<file path="config.mk">
export PLATFORM = sky130hd
export DESIGN_NAME = fifo_rd_unpacker
export DESIGN_NICKNAME = d
export VERILOG_FILES = /design/src/rtl/fifo_rd_unpacker.sv
export SDC_FILE = /design/constraint.sdc
export NUM_CORES = 1
export LEC_CHECK = 0
export CORE_UTILIZATION = 52
export CTS_BUF_LIST = sky130_fd_sc_hd__clkbuf_8
export DETAILED_ROUTE_END_ITERATION = 12
export PLACE_DENSITY_LB_ADDON = 0.12
export SLEW_MARGIN = 15
export SYNTH_ARGS = -nofsm -noshare
export SYNTH_HDL_FRONTEND = slang
export SYNTH_SLANG_ARGS = --single-unit
</file>
<file path="constraint.sdc">
create_clock -name clk -period 2.26 [get_ports clk]
set_input_delay 0.339 -clock clk [delete_from_list [all_inputs] [get_ports clk]]
set_output_delay 0.339 -clock clk [all_outputs]
set_load 0.05 [all_outputs]
</file>
<file path="src/rtl/fifo_rd_unpacker.sv">
// Drains a sync_fifo read port and serialises each IN_WIDTH word into RATIO beats on a valid/ready stream.
// Optional: define UNPACK_MSB_FIRST_EN to emit the most significant slice first (default LSB-first).
module fifo_rd_unpacker #(
  parameter int IN_WIDTH  = 32,
  parameter int OUT_WIDTH = 8
) (
  input  logic                 clk,
  input  logic                 rstn,
  input  logic                 fifo_empty,
  output logic                 fifo_pop,
  input  logic [IN_WIDTH-1:0]  fifo_dout,
  output logic                 m_valid,
  input  logic                 m_ready,
  output logic [OUT_WIDTH-1:0] m_data,
  output logic                 m_last,
  output logic                 busy
);

  localparam int RATIO = IN_WIDTH / OUT_WIDTH;
  localparam int CNT_W = (RATIO > 1) ? $clog2(RATIO) : 1;
  localparam logic [CNT_W-1:0] CNT_LAST = CNT_W'(RATIO - 1);

  typedef enum logic {
    IDLE = 1'b0,
    SEND = 1'b1
  } state_t;

  state_t               state_q, state_d;
  logic [IN_WIDTH-1:0]  word_q, word_d;
  logic [CNT_W-1:0]     cnt_q, cnt_d;
  logic                 en_q, en_d;
  logic                 send;
  logic                 last_beat;
  logic [OUT_WIDTH-1:0] beat [RATIO];

  // Beat k of the held word; the slice order is fixed here so the counter always runs 0..RATIO-1.
  generate
    for (genvar gi = 0; gi < RATIO; gi++) begin : g_beat
`ifdef UNPACK_MSB_FIRST_EN
      assign beat[gi] = word_q[(RATIO-1-gi)*OUT_WIDTH +: OUT_WIDTH];
`else
      assign beat[gi] = word_q[gi*OUT_WIDTH +: OUT_WIDTH];
`endif
    end
  endgenerate

  assign send      = (state_q == SEND);
  assign last_beat = send && (cnt_q == CNT_LAST);

  assign busy    = send;
  assign m_valid = send;
  assign m_last  = last_beat;
  assign m_data  = send ? beat[cnt_q] : '0;

  // Pop when idle, or back-to-back with the accepted last beat so words stream without a bubble.
  assign fifo_pop = en_q && !fifo_empty && ((state_q == IDLE) || (m_ready && last_beat));

  always_comb begin
    state_d = state_q;
    word_d  = word_q;
    cnt_d   = cnt_q;
    en_d    = 1'b1;
    case (state_q)
      IDLE: begin
        if (fifo_pop) begin
          word_d  = fifo_dout;
          cnt_d   = '0;
          state_d = SEND;
        end
      end
      SEND: begin
        if (m_ready) begin
          if (last_beat) begin
            cnt_d = '0;
            if (fifo_pop) begin
              word_d = fifo_dout;
            end else begin
              state_d = IDLE;
            end
          end else begin
            cnt_d = cnt_q + 1'b1;
          end
        end
      end
      default: state_d = IDLE;
    endcase
  end

  always_ff @(posedge clk or negedge rstn) begin
    if (!rstn) begin
      state_q <= IDLE;
      word_q  <= '0;
      cnt_q   <= '0;
      en_q    <= 1'b0;
    end else begin
      state_q <= state_d;
      word_q  <= word_d;
      cnt_q   <= cnt_d;
      en_q    <= en_d;
    end
  end

endmodule

</file>
### Word-level counts from Yosys, hierarchy flattened

Index checks and enable logic that the tools add are counted.

| operators by class | value |
|---|---|
| $add $sub $neg | 1 |
| order comparisons | 1 |
| equal/unequal tests | 4 |
| muxes and demuxes | 16 |
| bitwise gates (word level) | 2 |
| reductions and logical operators | 8 |

Operators by type and width:

| cell | number |
|---|---|
| $mux 32 | 3 |
| $pmux 32 s2 | 1 |
| $mux 8 | 3 |
| $bmux 8 s2 | 1 |
| $mux 2 | 3 |
| $logic_and 1x1->1 | 4 |
| $ne 2x2->1 const B | 2 |
| $pmux 2 s2 | 1 |
| $reduce_and 2->1 | 2 |
| $ge 3x3->1 const B | 1 |
| $mux 1 | 3 |
| $not 2->3 | 1 |
| $add 2x1->2 const B | 1 |
| $eq 2x2->1 const B | 1 |
| $ne 2x1->1 const B | 1 |
| $pmux 1 s2 | 1 |
| $logic_not 1->1 | 1 |
| $logic_or 1x1->1 | 1 |
| $not 1->1 | 1 |

| word-level totals | value |
|---|---|
| bits in registers | 36 |
| input bits | 36 |
| output and inout bits | 12 |
| word-level logic and storage cells | 36 |

### Logic depth before layout (Yosys ltp)

| depth | value |
|---|---|
| depth after elaboration | 9 |
| gate-level depth with buffers | 5 |
| gate-level depth less buffers | 4 |

### Worst setup path after synthesis

Ideal clock, no wire load.

| timing path | value |
|---|---|
| path type | register to output |
| start point | register state_q, in the netlist busy |
| end point | output port m_data[0] |
| arrival | 1.920 ns |
| data required time | 1.921 ns |
| slack | 0.001 ns |
| stages on the path, launching flop included | 5 |
| path buffers | 2 |
| cells stage by stage | dfrtp_1 -> buf_2 -> nand2b_1 -> buf_1 -> o22ai_1 |

| on the way | value |
|---|---|
| longest elaborated chain between the ends | 1 |

RTL lines:

| what | RTL line | RTL |
|---|---|---|
| start, declared | 28 | `state_t state_q, state_d;` |
| start signal, assigned | 96 | `state_q <= state_d;` |
| $mux 8 | 53 | `assign m_data = send ? beat[cnt_q] : '0;` |
| end, declared | 14 | `output logic [OUT_WIDTH-1:0] m_data,` |

Every way passes these cells.

### Final worst setup path

| timing path | value |
|---|---|
| start point | register state_q, in the netlist busy |
| end point | output port m_data[7] |

The elaborated chain is that of the path after synthesis.

==> impl_metrics.csv <==
group,metric,value,unit
power_and_ir_drop,p_per_area,1650,mW/mm^2
drt,ant_nets,0,
timing,slew_headroom,48.3,%
power_and_ir_drop,combPwrFrac,57.8,%
worst_setup_path,path_class,"flop to output pin",
timing,period_needed,2.03,ns
final_layout,multi_input_area,686,um^2
timing,final.setup.tns,0,ns
final_layout,fin_nets,205,
synth,netlist_area,0.00165,mm^2
clock_network,cts-resized-gates,0,
synth,ys_seq_elements,36,
clock_network,cts_hold_buf,0,
synth,syn-num-nets,156,
synth,syn_inst,119,
clock_network,clock-sinks,36,
power_and_ir_drop,pwr-share-seq,29.7,%
final_layout,seqCellArea,901,um^2
floorplanning,die_y,58.3,um
power_and_ir_drop,internal_power,0.00234,W
clock_network,clk_path_buf_depth,2,
worst_setup_path,path_cells,"nand2b_1, o22ai_1, buf_12",
power_and_ir_drop,switchingPower,0.00153,W
drt,avgRoutedWirePerCell,14.7,um
drt,routed_wl,3120,um
worst_setup_path,slowest_delay,0.54,ns
drt,vias,1089,
clock_network,clkTransAtPathRegs,0.07,ns
clock_network,htreeDepth,2,
place,gp_congestion,0.738,
power_and_ir_drop,power_frac_clock,12.4,%
clock_network,post_cts_buffers,0,
power_and_ir_drop,p_sw_share,39.4,%
worst_setup_path,rrSetupSlack,0.63,ns
final_layout,nFillCells,203,
synth,synth.distinct_cells,18,
worst_setup_path,critPathArrivalTime,1.69,ns
grt,gr-total-overflow,0,
clock_network,cts_buffers,5,
synth,ys.warnings.count,0,
final_layout,n_antenna_cell,0,
worst_hold_path,min_path_type,"primary input to asynchronous set/reset pin",
worst_setup_path,worstSetupEndpointType,"output pin",
place,place_hpwl,2280,um
worst_setup_path,worstPathRequired,1.92,ns
timing,hold_violations,0,
timing,rsz0062_at_grt,"false",
timing,period_share,89.8,%
grt,grt_start_max_net_pins,37,
grt,antenna_found_initial,0,
power_and_ir_drop,leakage,0.994,nW
drt,first_pass_iters,3,
timing,worst-slew-pin-transition,0.776,ns
worst_setup_path,slowest_stage,"dfrtp_1",
floorplanning,dieArea,0.00340,mm^2
worst_setup_path,r2r-start,"cnt_q[0]$_DFFE_PN0P_",
drt,drt_iter0_drc,20,
worst_setup_path,r2r.worst_path.cells,5,
worst_setup_path,reg2reg_to,"word_q[18]$_DFFE_PN0P_",
grt,grt_usage,21.4,%
timing,clock_skew,0.00467,ns
clock_network,cts_tree,"built",
drt,drc,0,
synth,synth.avg_cell_area,13.9,um^2
floorplanning,rows,20,
floorplanning,start_util,54.5,%
final_layout,final_cell_mix,"36 x dfrtp_1, 36 x clkdlybuf4s50_1, 33 x mux2_2",
timing,final-max-slew-violation-count,0,
timing,setup_viol,0,
place,io_buffers,47,
drt,avgViaCountPerCell,5.14,
final_layout,drive_gt1_share,32.7,%
floorplanning,ios,48,
clock_network,clock_latency,0.29,ns
job,cap_violations,0,
grt,grt_pass1_vias,1157,
final_layout,area_growth,41.8,%
floorplanning,core_area,0.00303,mm^2
worst_setup_path,start_kind,"flop",
synth,seq_area_frac_synth,54.6,%
clock_network,ctsRootBufferMaster,"clkbuf_8",
worst_setup_path,worstPathMaxFanout,11,
power_and_ir_drop,ir_worst_vdd,1.17,mV
floorplanning,die_x,58.3,um
timing,whs,0.132,ns
timing,fmax,493,MHz
run_status,outcome,"completed",
grt,grt_pass1_wl,5180,um
==> layer usage <==
| metal | share of wire, % | GRT usage, % | vias up | routed length, um |
|---|---|---|---|---|
| met4 | 2.4 | 11.9 | 0 | 76 |
| met2 | 52 | 37.9 | 33 | 1630 |
| met3 | 5.3 | 5.71 | 9 | 167 |
| li1 | - | - | 521 | - |
| met1 | 40 | 23.2 | 526 | 1250 |
| met5 | 0 | 0 | - | 0 |
==> final cells by class <==
| class | instances | share of cell area, % |
|---|---|---|
| Clock buffer | 7 | 4.12 |
| Tap cell | 44 | 2.35 |
| Multi-Input combinational cell | 75 | 29.3 |
| Timing Repair Buffer | 50 | 25.7 |
| Sequential cell | 36 | 38.5 |
==> synth_stat cells <==
cell type / n / area share, %
a21oi_1: 1 / 0.30
a21oi_4: 1 / 0.99
a31oi_1: 1 / 0.38
and2_1: 1 / 0.38
buf_1: 1 / 0.23
buf_2: 2 / 0.61
buf_4: 2 / 0.91
buf_6: 3 / 2.0
conb_1: 1 / 0.23
dfrtp_1: 36 / 55
ha_1: 1 / 0.76
mux2_2: 33 / 23
mux2i_1: 16 / 9.7
nand2_1: 7 / 1.6
nand2b_1: 3 / 1.1
nor2_1: 1 / 0.23
o21ai_0: 1 / 0.30
o22ai_1: 8 / 3.0
==> metrics by stage <==
step	cell area (um^2)	total power (W)	util, %	cells	worst slack [ns]
floorplan	1650	0.00249	-	119	0.000951
global placement	2240	0.00334	74.0	205	0.425
detailed placement	2240	0.00342	74.0	205	0.365
CTS	2340	0.00391	77.2	212	0.209
global route	2340	0.00407	77.2	212	0.147
finish	2340	0.00387	77.2	212	0.231
==> flip-flops by register name, indices dropped and copies added (netlist names) <==
register,cells
en_q,1
busy,1
word_q,32
cnt_q,2
==> cell families (layout without fill, tap and decap cells) <==
kind of cell,count (synthesis),in the layout,share of synthesized area [%]
fa+ha+maj,1,1,0.759
flops,36,36,54.6
buf+inv,8,57,3.79
other cells,1,1,0.227
mux,49,49,32.2
compound gates,12,12,5.01
simple gates,12,12,3.34
==> power groups by stage <==
stage / registers, W / clock network (W) / logic (W)
after floorplan: 0.00112 / 0 / 0.00137
after global placement: 0.00113 / 0 / 0.00221
after detailed placement: 0.00116 / 0 / 0.00225
after CTS: 0.00115 / 0.000496 / 0.00226
after global routing: 0.00119 / 0.000511 / 0.00236
final: 0.00115 / 0.000480 / 0.00224
==> critical path: cells and delay by family, from the launching register on <==
kind / cells / cell delay (ns)
DFF: 1 / 0.54
buffers and inverters: 1 / 0.19
AOI/OAI and AO/OA: 1 / 0.40
and+or+nand+nor: 1 / 0.28
==> worst max path at each step <==
stage / slack [ns] / from / depth (start not counted) / endpoint
after global placement: 0.42 / m_ready / 5 / fifo_pop
after CTS: 0.21 / busy$_DFF_PN0_ / 3 / m_data[7]
after global routing: 0.15 / busy$_DFF_PN0_ / 3 / m_data[7]
final: 0.23 / busy$_DFF_PN0_ / 3 / m_data[7]
after detailed placement: 0.37 / m_ready / 5 / word_q[31]$_DFFE_PN0P_
after floorplan: 0.001 / busy$_DFF_PN0_ / 4 / m_data[0]
Power figures use the tool's default switching activity.
==> patch 1 (config.mk and constraints unchanged) <==
Take the reset off `word_q` and load it in a clocked block of its own.
--- a/src/rtl/fifo_rd_unpacker.sv
+++ b/src/rtl/fifo_rd_unpacker.sv
@@ -89,16 +89,18 @@
   always_ff @(posedge clk or negedge rstn) begin
     if (!rstn) begin
       state_q <= IDLE;
-      word_q  <= '0;
       cnt_q   <= '0;
       en_q    <= 1'b0;
     end else begin
       state_q <= state_d;
-      word_q  <= word_d;
       cnt_q   <= cnt_d;
       en_q    <= en_d;
     end
   end
 
+  always_ff @(posedge clk) begin
+    word_q <= word_d;
+  end
+
 endmodule
 
Function: same outputs for any inputs over 10 cycles, from zero or initial values and one cycle with rstn low; that may be too few to reach the edited logic, so the function may still have changed.
==> patch 1 against the original RTL <==
Worst setup slack worse by 0.061 ns. Final area is 9.8% lower. Critical path depth is the same. Count of clock-buffer cells in the layout decreased by 2. Sequential cell count is the same. Synthesized area fell by 13%. Total power shrank 26%. Wire length fell by 3.6%. Critical path type unchanged. Largest power group unchanged.
==> patch 1: results (changes against the original RTL) <==
metric	value	unit	change
status	completed		unchanged
top_regs	word_q (32), cnt_q (2)		unchanged
grt_pass1_vias	913		was 1157
use_met3	0.0944		was 0.0571
syn_area_per_cell	16.8	µm²	was 13.9 µm²
reg2reg_slack	0.58	ns	was 0.63 ns
dpl_worst_slack	0.417	ns	was 0.365 ns
routed-wl-met2	1.68	mm	was 1.63 mm
timing.final.ws_setup	0.170	ns	was 0.231 ns
yosys-top-cells-area	edfxtp_1 67%, mux2i_1 11%, dfrtp_1 7.0%		was dfrtp_1 55%, mux2_2 23%, mux2i_1 9.7%
met2_usage	0.419		was 0.379
cts_buffers	5		unchanged
grt_max_degree	17		was 37
wirelength	3.01	mm	was 3.12 mm
p_total	2.86	mW	was 3.87 mW
p_clk_frac	0.144		was 0.124
p_leak	0.784	nW	was 0.994 nW
grt_usage	0.236		was 0.214
drt-pass1-iter-count	4		was 3
vdd_ir_drop_max	0.00113	V	was 0.00117 V
vias	914		was 1089
fin_skew	0.00400	ns	was 0.00467 ns
timing.rr.end	word_q[29]		was word_q[18]
seq_area_frac_synth	0.743		was 0.546
arrival	1.75	ns	was 1.69 ns
p_sw	1.14	mW	was 1.53 mW
nFillCells	127		was 203
yosysUniqueCellTypes	19		was 18
yosys_most_used_dff	edfxtp_1		was dfrtp_1
wl_met3	155	µm	was 167 µm
avgViaCountPerCell	5.41		was 5.14
gp_congestion	0.629		was 0.738
ys_top_cells_by_count	32 x edfxtp_1, 16 x mux2i_1, 8 x o22ai_1, 7 x nand2_1, 4 x dfrtp_1		was 36 x dfrtp_1, 33 x mux2_2, 16 x mux2i_1, 8 x o22ai_1, 7 x nand2_1
grt_pass1_wl	4.35	mm	was 5.18 mm
power_frac_seq	0.308		was 0.297
async_flop_share	0.111		was 1.00
dp_cells	161		was 205
synth_nets	122		was 156
cts-resized-gates	0		unchanged
grtUsageMet1	0.232		about the same
r2r-start	cnt_q[1]		was cnt_q[0]
drt_iter0_markers	16		was 20
synth_edf_count	32		was 0
nNetsFinal	175		was 205
[patch 1: changes by cell type in the layout (fill, tap and decap cells not counted)]
cell	delta
buf_4	+2
a21oi_1	+1
mux2_2	-32
buf_2	-1
dfrtp_1	-32
inv_1	+2
edfxtp_1	+32
buf_12	-1
clkdlybuf4s50_1	+1
clkbuf_8	-2
clkinv_1	+1
[patch 1: cells by family after synthesis]
logic type,count (synthesis),synth area share
compound gates,13,0.0535
fa+ha+maj,1,0.00876
buf+inv,5,0.0333
flops,36,0.743
mux,17,0.120
other cells,1,0.00263
simple gates,12,0.0386
[patch 1: cell type report]
type / count / area [µm²] / share of cell area
Timing Repair Buffer: 51 / 601 / 0.285
Clock buffer: 5 / 68.8 / 0.0326
Clock inverter: 3 / 11.3 / 0.00534
Sequential cell: 36 / 1060 / 0.503
Tap cell: 30 / 37.5 / 0.0178
Multi-Input combinational cell: 44 / 330 / 0.157
==> patch 2 (same flow settings) <==
Without the edit above. Set the parameter `OUT_WIDTH` to 4 (it was 8).
--- a/src/rtl/fifo_rd_unpacker.sv
+++ b/src/rtl/fifo_rd_unpacker.sv
@@ -2,7 +2,7 @@
 // Optional: define UNPACK_MSB_FIRST_EN to emit the most significant slice first (default LSB-first).
 module fifo_rd_unpacker #(
   parameter int IN_WIDTH  = 32,
-  parameter int OUT_WIDTH = 8
+  parameter int OUT_WIDTH = 4
 ) (
   input  logic                 clk,
   input  logic                 rstn,
Ports: changed (resized m_data); port bits go from 48 to 44. No check against the original RTL was run, so the function may have changed too.
==> patch 2 against the original RTL <==
Worst setup slack worse by 0.10 ns. Worst hold slack hardly changed. Global-route usage is 0.36 points lower. Sequential power hardly changed. Core utilization is 3.2 points lower. Final area is 1.8% lower. Count of clock-buffer cells in the layout is 2 lower. Total power is 18% lower. Synthesized area is 4.3% higher. Wire length is 1.3% higher. Non-clock buffer count is 1 lower. Final cell count is 2.4% lower. Sequential share of layout area is 1.8 points higher. Sequential cell count is 1 higher.
==> patch 2: results (changes against the original RTL) <==
metric	value	unit	change
seq_area_frac_synth	0.538		was 0.546
wl_met3	148	µm	was 167 µm
dp_cells	199		was 205
vias	1081		was 1089
slew_headroom	0.474		was 0.483
p_clk_frac	0.132		was 0.124
place.port_buffers	43		was 47
top_regs	word_q (32), cnt_q (3)		was word_q (32), cnt_q (2)
layout_worst_path_cycle_share	0.943		was 0.898
grt_usage	0.210		was 0.214
status	completed		unchanged
grtUsageMet1	0.261		was 0.232
cp_max_fo	17		was 11
placed_area	2200	µm²	was 2240 µm²
nFillCells	230		was 203
cp_slowest_stage_delay	0.34	ns	was 0.54 ns
drive_above_1_share	0.350		was 0.327
use_met3	0.0655		was 0.0571
synthCells	113		was 119
synth_compound_area_frac	0.0182		was 0.0501
synth_nets	151		was 156
p_sw	1.17	mW	was 1.53 mW
muxShareOfSynthArea	0.355		was 0.322
ff2ff_path_depth	7		was 5
yosysUniqueCellTypes	21		was 18
p_leak	0.994	nW	about the same
dpl.hpwl	2.33	mm	was 2.28 mm
met2_usage	0.345		was 0.379
gp_congestion	0.753		was 0.738
yosys-top-cells-area	dfrtp_1 54%, mux2_2 18%, mux4_2 10%		was dfrtp_1 55%, mux2_2 23%, mux2i_1 9.7%
-- patch 2: cell types whose count changed in the layout (fill, tap and decap cells not counted), moves of 4 or more --
cell     unedited run  this run
mux2_2             33        28
buf_12             11         3
o22ai_1             8         0
nand2_1             7         2
mux2_1              0         4
buf_4               2         9
mux2i_1            16         7
nor2_1              1         5
mux4_2              0         8
-- patch 2: critical path: cells and delay by family, from the launching register on --
kind	cells	cell delay [ns]
buffers and inverters	3	0.50
DFF	1	0.34
adders and majority gates	2	0.39
and+or+nand+nor	1	0.08
AOI/OAI and AO/OA	1	0.19
-- patch 2: repair_timing --
item / in CTS / in global routing
resized for setup: 1 / 3
hold buffers: 0 / 0
endpoints found under the setup margin: 1 / 1
-- patch 2: cell type report --
type	instances	area [µm²]	share of cell area
clock buffer	5	68.8	0.0300
timing repair buffer	49	493	0.215
clock inverter	3	11.3	0.00490
sequential	37	926	0.403
inverter	1	3.75	0.00163
multi-input combinational	68	739	0.322
tap	44	55.1	0.0240
